File: src/rtl/pipe_ctrl_pkg.sv
// Shared types and constants for the pipeline sequencing controller.
//   state_e          : controller FSM state encoding
//   DRAIN_CYCLES_DEF : default number of flush cycles between HLT and HALTED
//   STALL_CNT_W      : width of the stall-cycle performance counter
package pipe_ctrl_pkg;

   typedef enum logic [1:0] {
      StRun    = 2'd0,
      StBrWait = 2'd1,
      StDrain  = 2'd2,
      StHalted = 2'd3
   } state_e;

   localparam int unsigned DRAIN_CYCLES_DEF = 4;
   localparam int unsigned STALL_CNT_W      = 16;

endpackage

File: src/rtl/sat_ctr.sv
// Width-parameterised saturating up-counter.
//   clk, rst_n : clock, asynchronous active-low reset (clears the count)
//   inc        : add one, unless already at all-ones
//   clr        : synchronous clear, wins over inc
//   cnt        : current count
module sat_ctr #(
   parameter int unsigned Width = 16
) (
   input  logic             clk,
   input  logic             rst_n,
   input  logic             inc,
   input  logic             clr,
   output logic [Width-1:0] cnt
);

   logic [Width-1:0] cnt_q;

   always_ff @(posedge clk or negedge rst_n) begin
      if (!rst_n) begin
         cnt_q <= '0;
      end else if (clr) begin
         cnt_q <= '0;
      end else if (inc && (cnt_q != '1)) begin
         cnt_q <= cnt_q + 1'b1;
      end
   end

   assign cnt = cnt_q;

endmodule

File: src/rtl/pipe_ctrl.sv
// Pipeline sequencing controller for the 5-stage core.
// Turns hazard stall, branch/call/halt decode and memory busy into stage
// register enables, flushes and PC-source select; handles the one-cycle
// branch wait and the halt drain; counts front-end stall cycles.
//   hz_stall, branch_id, call_id, hlt_id, br_taken, mem_busy : control inputs
//   pc_en .. mem_wb_en         : stage register enables
//   if_id_flush, id_ex_flush   : load a NOP into that pipeline register
//   pc_sel_br                  : PC takes branch/call target
//   halted                     : core halted
//   stall_cycles               : saturating front-end stall counter
module pipe_ctrl
   import pipe_ctrl_pkg::*;
#(
   parameter int unsigned DRAIN_CYCLES = DRAIN_CYCLES_DEF
) (
   input  logic                   clk,
   input  logic                   rst_n,
   input  logic                   hz_stall,
   input  logic                   branch_id,
   input  logic                   call_id,
   input  logic                   hlt_id,
   input  logic                   br_taken,
   input  logic                   mem_busy,
   output logic                   pc_en,
   output logic                   if_id_en,
   output logic                   id_ex_en,
   output logic                   ex_mem_en,
   output logic                   mem_wb_en,
   output logic                   if_id_flush,
   output logic                   id_ex_flush,
   output logic                   pc_sel_br,
   output logic                   halted,
   output logic [STALL_CNT_W-1:0] stall_cycles
);

   localparam logic [2:0] DrainLoad = 3'(DRAIN_CYCLES - 1);

   state_e     state_q, state_d;
   logic [2:0] drain_q, drain_d;
   logic       stall_inc;

   always_comb begin
      pc_en       = 1'b1;
      if_id_en    = 1'b1;
      id_ex_en    = 1'b1;
      ex_mem_en   = 1'b1;
      mem_wb_en   = 1'b1;
      if_id_flush = 1'b0;
      id_ex_flush = 1'b0;
      pc_sel_br   = 1'b0;
      halted      = 1'b0;
      state_d     = state_q;
      drain_d     = drain_q;

      // Memory busy freezes everything except an already-halted core.
      if (mem_busy && (state_q != StHalted)) begin
         pc_en     = 1'b0;
         if_id_en  = 1'b0;
         id_ex_en  = 1'b0;
         ex_mem_en = 1'b0;
         mem_wb_en = 1'b0;
      end else begin
         unique case (state_q)
            StRun: begin
               if (hlt_id) begin
                  pc_en       = 1'b0;
                  if_id_flush = 1'b1;
                  state_d     = StDrain;
                  drain_d     = DrainLoad;
               end else if (call_id) begin
                  pc_sel_br   = 1'b1;
                  if_id_flush = 1'b1;
               end else if (branch_id || hz_stall) begin
                  // Branch holds in ID until flags from EX are written.
                  pc_en       = 1'b0;
                  if_id_en    = 1'b0;
                  id_ex_flush = 1'b1;
                  if (branch_id) begin
                     state_d = StBrWait;
                  end
               end
            end
            StBrWait: begin
               if (br_taken) begin
                  pc_sel_br   = 1'b1;
                  if_id_flush = 1'b1;
               end
               state_d = StRun;
            end
            StDrain: begin
               pc_en       = 1'b0;
               if_id_en    = 1'b0;
               id_ex_flush = 1'b1;
               if (drain_q == 3'd0) begin
                  state_d = StHalted;
               end else begin
                  drain_d = drain_q - 3'd1;
               end
            end
            StHalted: begin
               pc_en     = 1'b0;
               if_id_en  = 1'b0;
               id_ex_en  = 1'b0;
               ex_mem_en = 1'b0;
               mem_wb_en = 1'b0;
               halted    = 1'b1;
            end
            default: ;
         endcase
      end

      stall_inc = ((state_q == StRun) || (state_q == StBrWait)) && !mem_busy && !pc_en;
   end

   always_ff @(posedge clk or negedge rst_n) begin
      if (!rst_n) begin
         state_q <= StRun;
         drain_q <= 3'd0;
      end else begin
         state_q <= state_d;
         drain_q <= drain_d;
      end
   end

   sat_ctr #(
      .Width (STALL_CNT_W)
   ) u_stall_ctr (
      .clk   (clk),
      .rst_n (rst_n),
      .inc   (stall_inc),
      .clr   (1'b0),
      .cnt   (stall_cycles)
   );

endmodule

File: config.mk
export PLATFORM = sky130hd
export DESIGN_NAME = pipe_ctrl
export DESIGN_NICKNAME = d
export VERILOG_FILES = /design/src/rtl/pipe_ctrl_pkg.sv /design/src/rtl/sat_ctr.sv /design/src/rtl/pipe_ctrl.sv
export SDC_FILE = /design/constraint.sdc
export NUM_CORES = 1
export LEC_CHECK = 0
export CAP_MARGIN = 20
export CORE_ASPECT_RATIO = 1.25
export CORE_MARGIN = 5
export CORE_UTILIZATION = 52
export DETAILED_ROUTE_END_ITERATION = 10
export HOLD_SLACK_MARGIN = 0.02
export PLACE_DENSITY = 0.85
export SLEW_MARGIN = 10
export SYNTH_ARGS = -nofsm -noshare
export SYNTH_HDL_FRONTEND = slang
export SYNTH_SLANG_ARGS = --single-unit
File: constraint.sdc
create_clock -name clk -period 6.8 [get_ports clk]
set_clock_uncertainty 0.2 [all_clocks]
set_input_delay 1.36 -clock clk [delete_from_list [all_inputs] [get_ports clk]]
set_output_delay 1.36 -clock clk [all_outputs]
set_load 0.02 [all_outputs]
* Word level (Yosys, flattened, before mapping)
Index checks and enable logic that the tools add are counted.
Cells by class: add/subtract/negate cells 2, equal/unequal tests 11, reduce and logical (&&, ||, !) cells 15, bitwise operators 1, muxes and demuxes 34
Operators with widths (number):
- $mux 1 | 20
- $add 16x1->16 const B | 1
- $ne 16x16->1 const B | 1
- $mux 2 | 5
- $pmux 1 s2 | 5
- $ne 3x3->1 const B | 3
- $ne 2x2->1 const B | 4
- $mux 3 | 2
- $pmux 2 s3 | 1
- $pmux 3 s2 | 1
- $reduce_and 6->1 | 1
- $eq 2x2->1 const B | 2
- $logic_and 1x1->1 | 4
- $reduce_and 4->1 | 1
- $logic_not 3->1 | 1
- $reduce_bool 3->1 | 1
- $sub 3x1->3 const B | 1
- $eq 2x1->1 const B | 1
- $logic_not 1->1 | 2
- $logic_not 2->1 | 1
- $logic_or 1x1->1 | 2
- $reduce_bool 2->1 | 1
- $reduce_or 2->1 | 1
- $not 1->1 | 1
Storage, ports and cells: bits in registers 21, word-level logic and storage cells 66, output and inout bits 25

* Longest topological paths before layout
depth in word-level cells 9, mapped depth 8

* By module
From an unflattened synthesis, not the netlist that was laid out.
Unflattened totals: cell total of the unflattened synthesis 152, area total of the unflattened synthesis 1407.6 µm²
By module, submodules not included:
- sat_ctr | cells an instance 96, instances 1, area an instance 900.9 µm²
- pipe_ctrl | cells an instance 56, instances 1, area an instance 506.7 µm²

* Worst setup path after synthesis
OpenSTA, ideal clock, no wires.
path type input port to output port, start point input port hlt_id, end point output port id_ex_flush, buffers on the path 0, stages 4, slack 3210 ps, arrival 2030 ps, path through nand2b_1 > nor3_1 > nor2_1 > nor2_1
On the way: longest elaborated chain between the ends 3
RTL lines:
- start, declared | line pipe_ctrl.sv:21 | input logic hlt_id,
- $mux 1 | line pipe_ctrl.sv:65 | if (hlt_id) begin
- $pmux 1 s2 | line pipe_ctrl.sv:63 | unique case (state_q)
- $mux 1 | line pipe_ctrl.sv:56 | if (mem_busy && (state_q != StHalted)) begin
- end, declared | line pipe_ctrl.sv:30 | output logic id_ex_flush,
No other way between the ends.

* Worst setup path in the final report
Ends and elaborated chain as after synthesis.

==> impl_metrics.env <==
export IMPL_synth_area_leaders="dfrtp_1, ha_1, xnor2_1"
export IMPL_clock_root_buffer="clkbuf_4"
export IMPL_core_um2=2400
export IMPL_yosys_warnings=0
export IMPL_pwr_share_seq_pct=35.6
export IMPL_die_w_um=54.2
export IMPL_max_cap_violations=0
export IMPL_synth_top_area_share_pct=41.3
export IMPL_final_area_um2=1640
export IMPL_synth_area_leader_cell="dfrtp_1"
export IMPL_tritoncts="yes"
export IMPL_chipHeight_um=65.3
export IMPL_dpl_cell_area_um2=1610
export IMPL_dp_hpwl_um=2030
export IMPL_crit_required_ps=5240
export IMPL_async_flop_share_pct=100
export IMPL_clkTransAtPathRegs_ps=110
export IMPL_dpl_cell_count=196
export IMPL_rsz0062_at_grt="no"
export IMPL_postRouteAntennaNets=0
export IMPL_rows=20
export IMPL_viasPerCell=5.39
export IMPL_synth_most_common_cell="dfrtp_1"
export IMPL_swShare_pct=41.3
export IMPL_n_antenna_cell=0
export IMPL_syn_inst=134
export IMPL_critical_path_class="input pin to output port"
export IMPL_ys_flop_type="dfrtp_1"
export IMPL_first_pass_iters=4
export IMPL_worstPathMaxFanout=7
export IMPL_critical_path_slowest_cell="clkdlybuf4s50_1"
export IMPL_nets=183
export IMPL_worst_pin_slew_ps=897
export IMPL_ys_ff_latch=21
export IMPL_cp_num_buf_inv=2
export IMPL_drt_wl_total_um=2550
export IMPL_p_per_area_nw_per_um2=308
export IMPL_pre_cts_slack_ps=2190
export IMPL_clkSinkCount=21
export IMPL_status="finished, final reports clean"
export IMPL_grt_first_pass_wirelength_um=4620
export IMPL_combPwrFrac_pct=52.8
export IMPL_p_int_w=0.000297
export IMPL_vias=1077
export IMPL_drcViolationCount=0
export IMPL_p_leak_nw=0.712
export IMPL_hold_viol=0
export IMPL_clk_latency_ps=300
export IMPL_drive_above_1_share_pct=7.78
export IMPL_endpoint_kind="output port"
export IMPL_die_area_um2=3540
export IMPL_synth_edf_count=0
export IMPL_power_switching_w=0.000209
export IMPL_grt_use_total_pct=17.3
export IMPL_slowest_delay_ps=610
export IMPL_syn_area_per_cell_um2=9.49
export IMPL_avgRoutedWirePerCell_um=12.8
export IMPL_first_global_vias=1072
export IMPL_hold_buffers=0
export IMPL_io_pins=33
export IMPL_seq_area_frac_synth_pct=41.3
export IMPL_startpoint_type="input pin"
export IMPL_setup_ws_ps=2180
export IMPL_fin_cells=200
export IMPL_htreeDepth=1
export IMPL_portBuffers=32
export IMPL_grt_max_degree=22
export IMPL_whs_ps=314
export IMPL_start_util_pct=52.9
export IMPL_crit_chain="clkdlybuf4s50_1 -> nand2b_1 -> nor3_1 -> nor2_1 -> nor2_1 -> clkdlybuf4s50_1"
export IMPL_path_delay_family="buffers and inverters"
export IMPL_gr_total_overflow=0
export IMPL_max_freq_ghz=0.217
export IMPL_syn_cell_area_um2=1270
export IMPL_finalCritPeriodShare_pct=67.9
export IMPL_fillers=204
export IMPL_cts_setup_buffers=0
export IMPL_setup_viol_count_final=0
export IMPL_ir_drop_mv=0.241
export IMPL_post_cts_resized=0
export IMPL_p_clk_share_pct=11.6
export IMPL_yosysUniqueCellTypes=39
export IMPL_synth_common_cells="dfrtp_1, nor2_1, nand2_1"
export IMPL_clk_path_buf_depth=2
export IMPL_drt_iter0_drc=23
export IMPL_relSlewSlack_pct=40.0
export IMPL_syn_nets=149
export IMPL_hold_class="register to register"
export IMPL_drv_slew=0
export IMPL_worstPathArrival_ps=3060
export IMPL_cts_inserted_buffers=3
export IMPL_fin_setup_tns_ps=0
export IMPL_gp_congestion=0.789
export IMPL_area_delta_synth_final_pct=29.0
export IMPL_antenna_found_initial=0
export IMPL_fin_crit_ps=4620
-- registers in the layout (all words and copies together), names as in the netlist --
name	cells
u_stall_ctr.cnt	16
drain_q	3
state_q	2
-- per-stage QoR --
step	util (%)	total power, W
global route	68.3	0.000546
CTS	68.3	0.000511
finish	68.3	0.000505
floorplan	-	0.000353
global placement	67.1	0.000443
detailed placement	67.1	0.000449
-- metal layers --
layer	routed length, um	up-vias	track usage [%]	part of all wire, %
met3	116	5	2.49	4.5
met4	71	0	8.72	2.8
li1	-	532	-	-
met2	1310	28	29.6	51
met1	1060	512	20.0	41
met5	0	-	0	0
-- kinds of logic after synthesis --
logic type	share of synthesized area, %
flops	41.3
compound gates	10.6
fa+ha+maj	6.89
mux	3.35
xor+xnor	8.27
buf+inv	3.94
simple gates	25.6
-- cells in the final DEF, fill, tap and decap left out, types with 2 or more instances in the layout --
| cell type | n |
|---|---|
| dfrtp_1 | 21 |
| a21oi_1 | 7 |
| nor2_1 | 16 |
| inv_1 | 8 |
| clkbuf_4 | 3 |
| nand3_1 | 4 |
| o21ai_0 | 3 |
| nor2b_1 | 5 |
| nand2b_1 | 3 |
| xnor2_1 | 8 |
| nand4_1 | 8 |
| mux2i_1 | 2 |
| ha_1 | 7 |
| nand2_1 | 9 |
| nor3_1 | 3 |
| clkdlybuf4s50_1 | 32 |
| or2_2 | 2 |
| xor2_1 | 4 |
-- final timing paths --
path,slack (ps),start,cells past startpoint,endpoint
hold reg to reg,310,u_stall_ctr.cnt[10],1,u_stall_ctr.cnt[10]
max in group asynchronous,4510,rst_n,1,u_stall_ctr.cnt[9]
min in group asynchronous,1350,rst_n,1,u_stall_ctr.cnt[13]
setup / recovery,2180,hlt_id,6,id_ex_flush
hold / removal,310,u_stall_ctr.cnt[10],1,u_stall_ctr.cnt[10]
setup reg to reg,4280,state_q[0],6,u_stall_ctr.cnt[1]
-- area by class of cell --
class	instances	area, um2	area share [%]
Inverter	8	30.0	1.83
Tap cell	33	41.3	2.52
Sequential cell	21	526	32.0
Timing Repair Buffer	32	320	19.5
Multi-Input combinational cell	102	696	42.4
Clock inverter	1	5.00	0.305
Clock buffer	3	22.5	1.37
-- power groups by stage --
stage	combinational [W]	clock, W	sequential, W
finish	0.000267	0.0000588	0.000180
global route	0.000294	0.0000662	0.000185
CTS	0.000269	0.0000619	0.000180
detailed placement	0.000267	0	0.000182
global placement	0.000263	0	0.000179
floorplan	0.000159	0	0.000195
(Power assumes the default switching activity.)
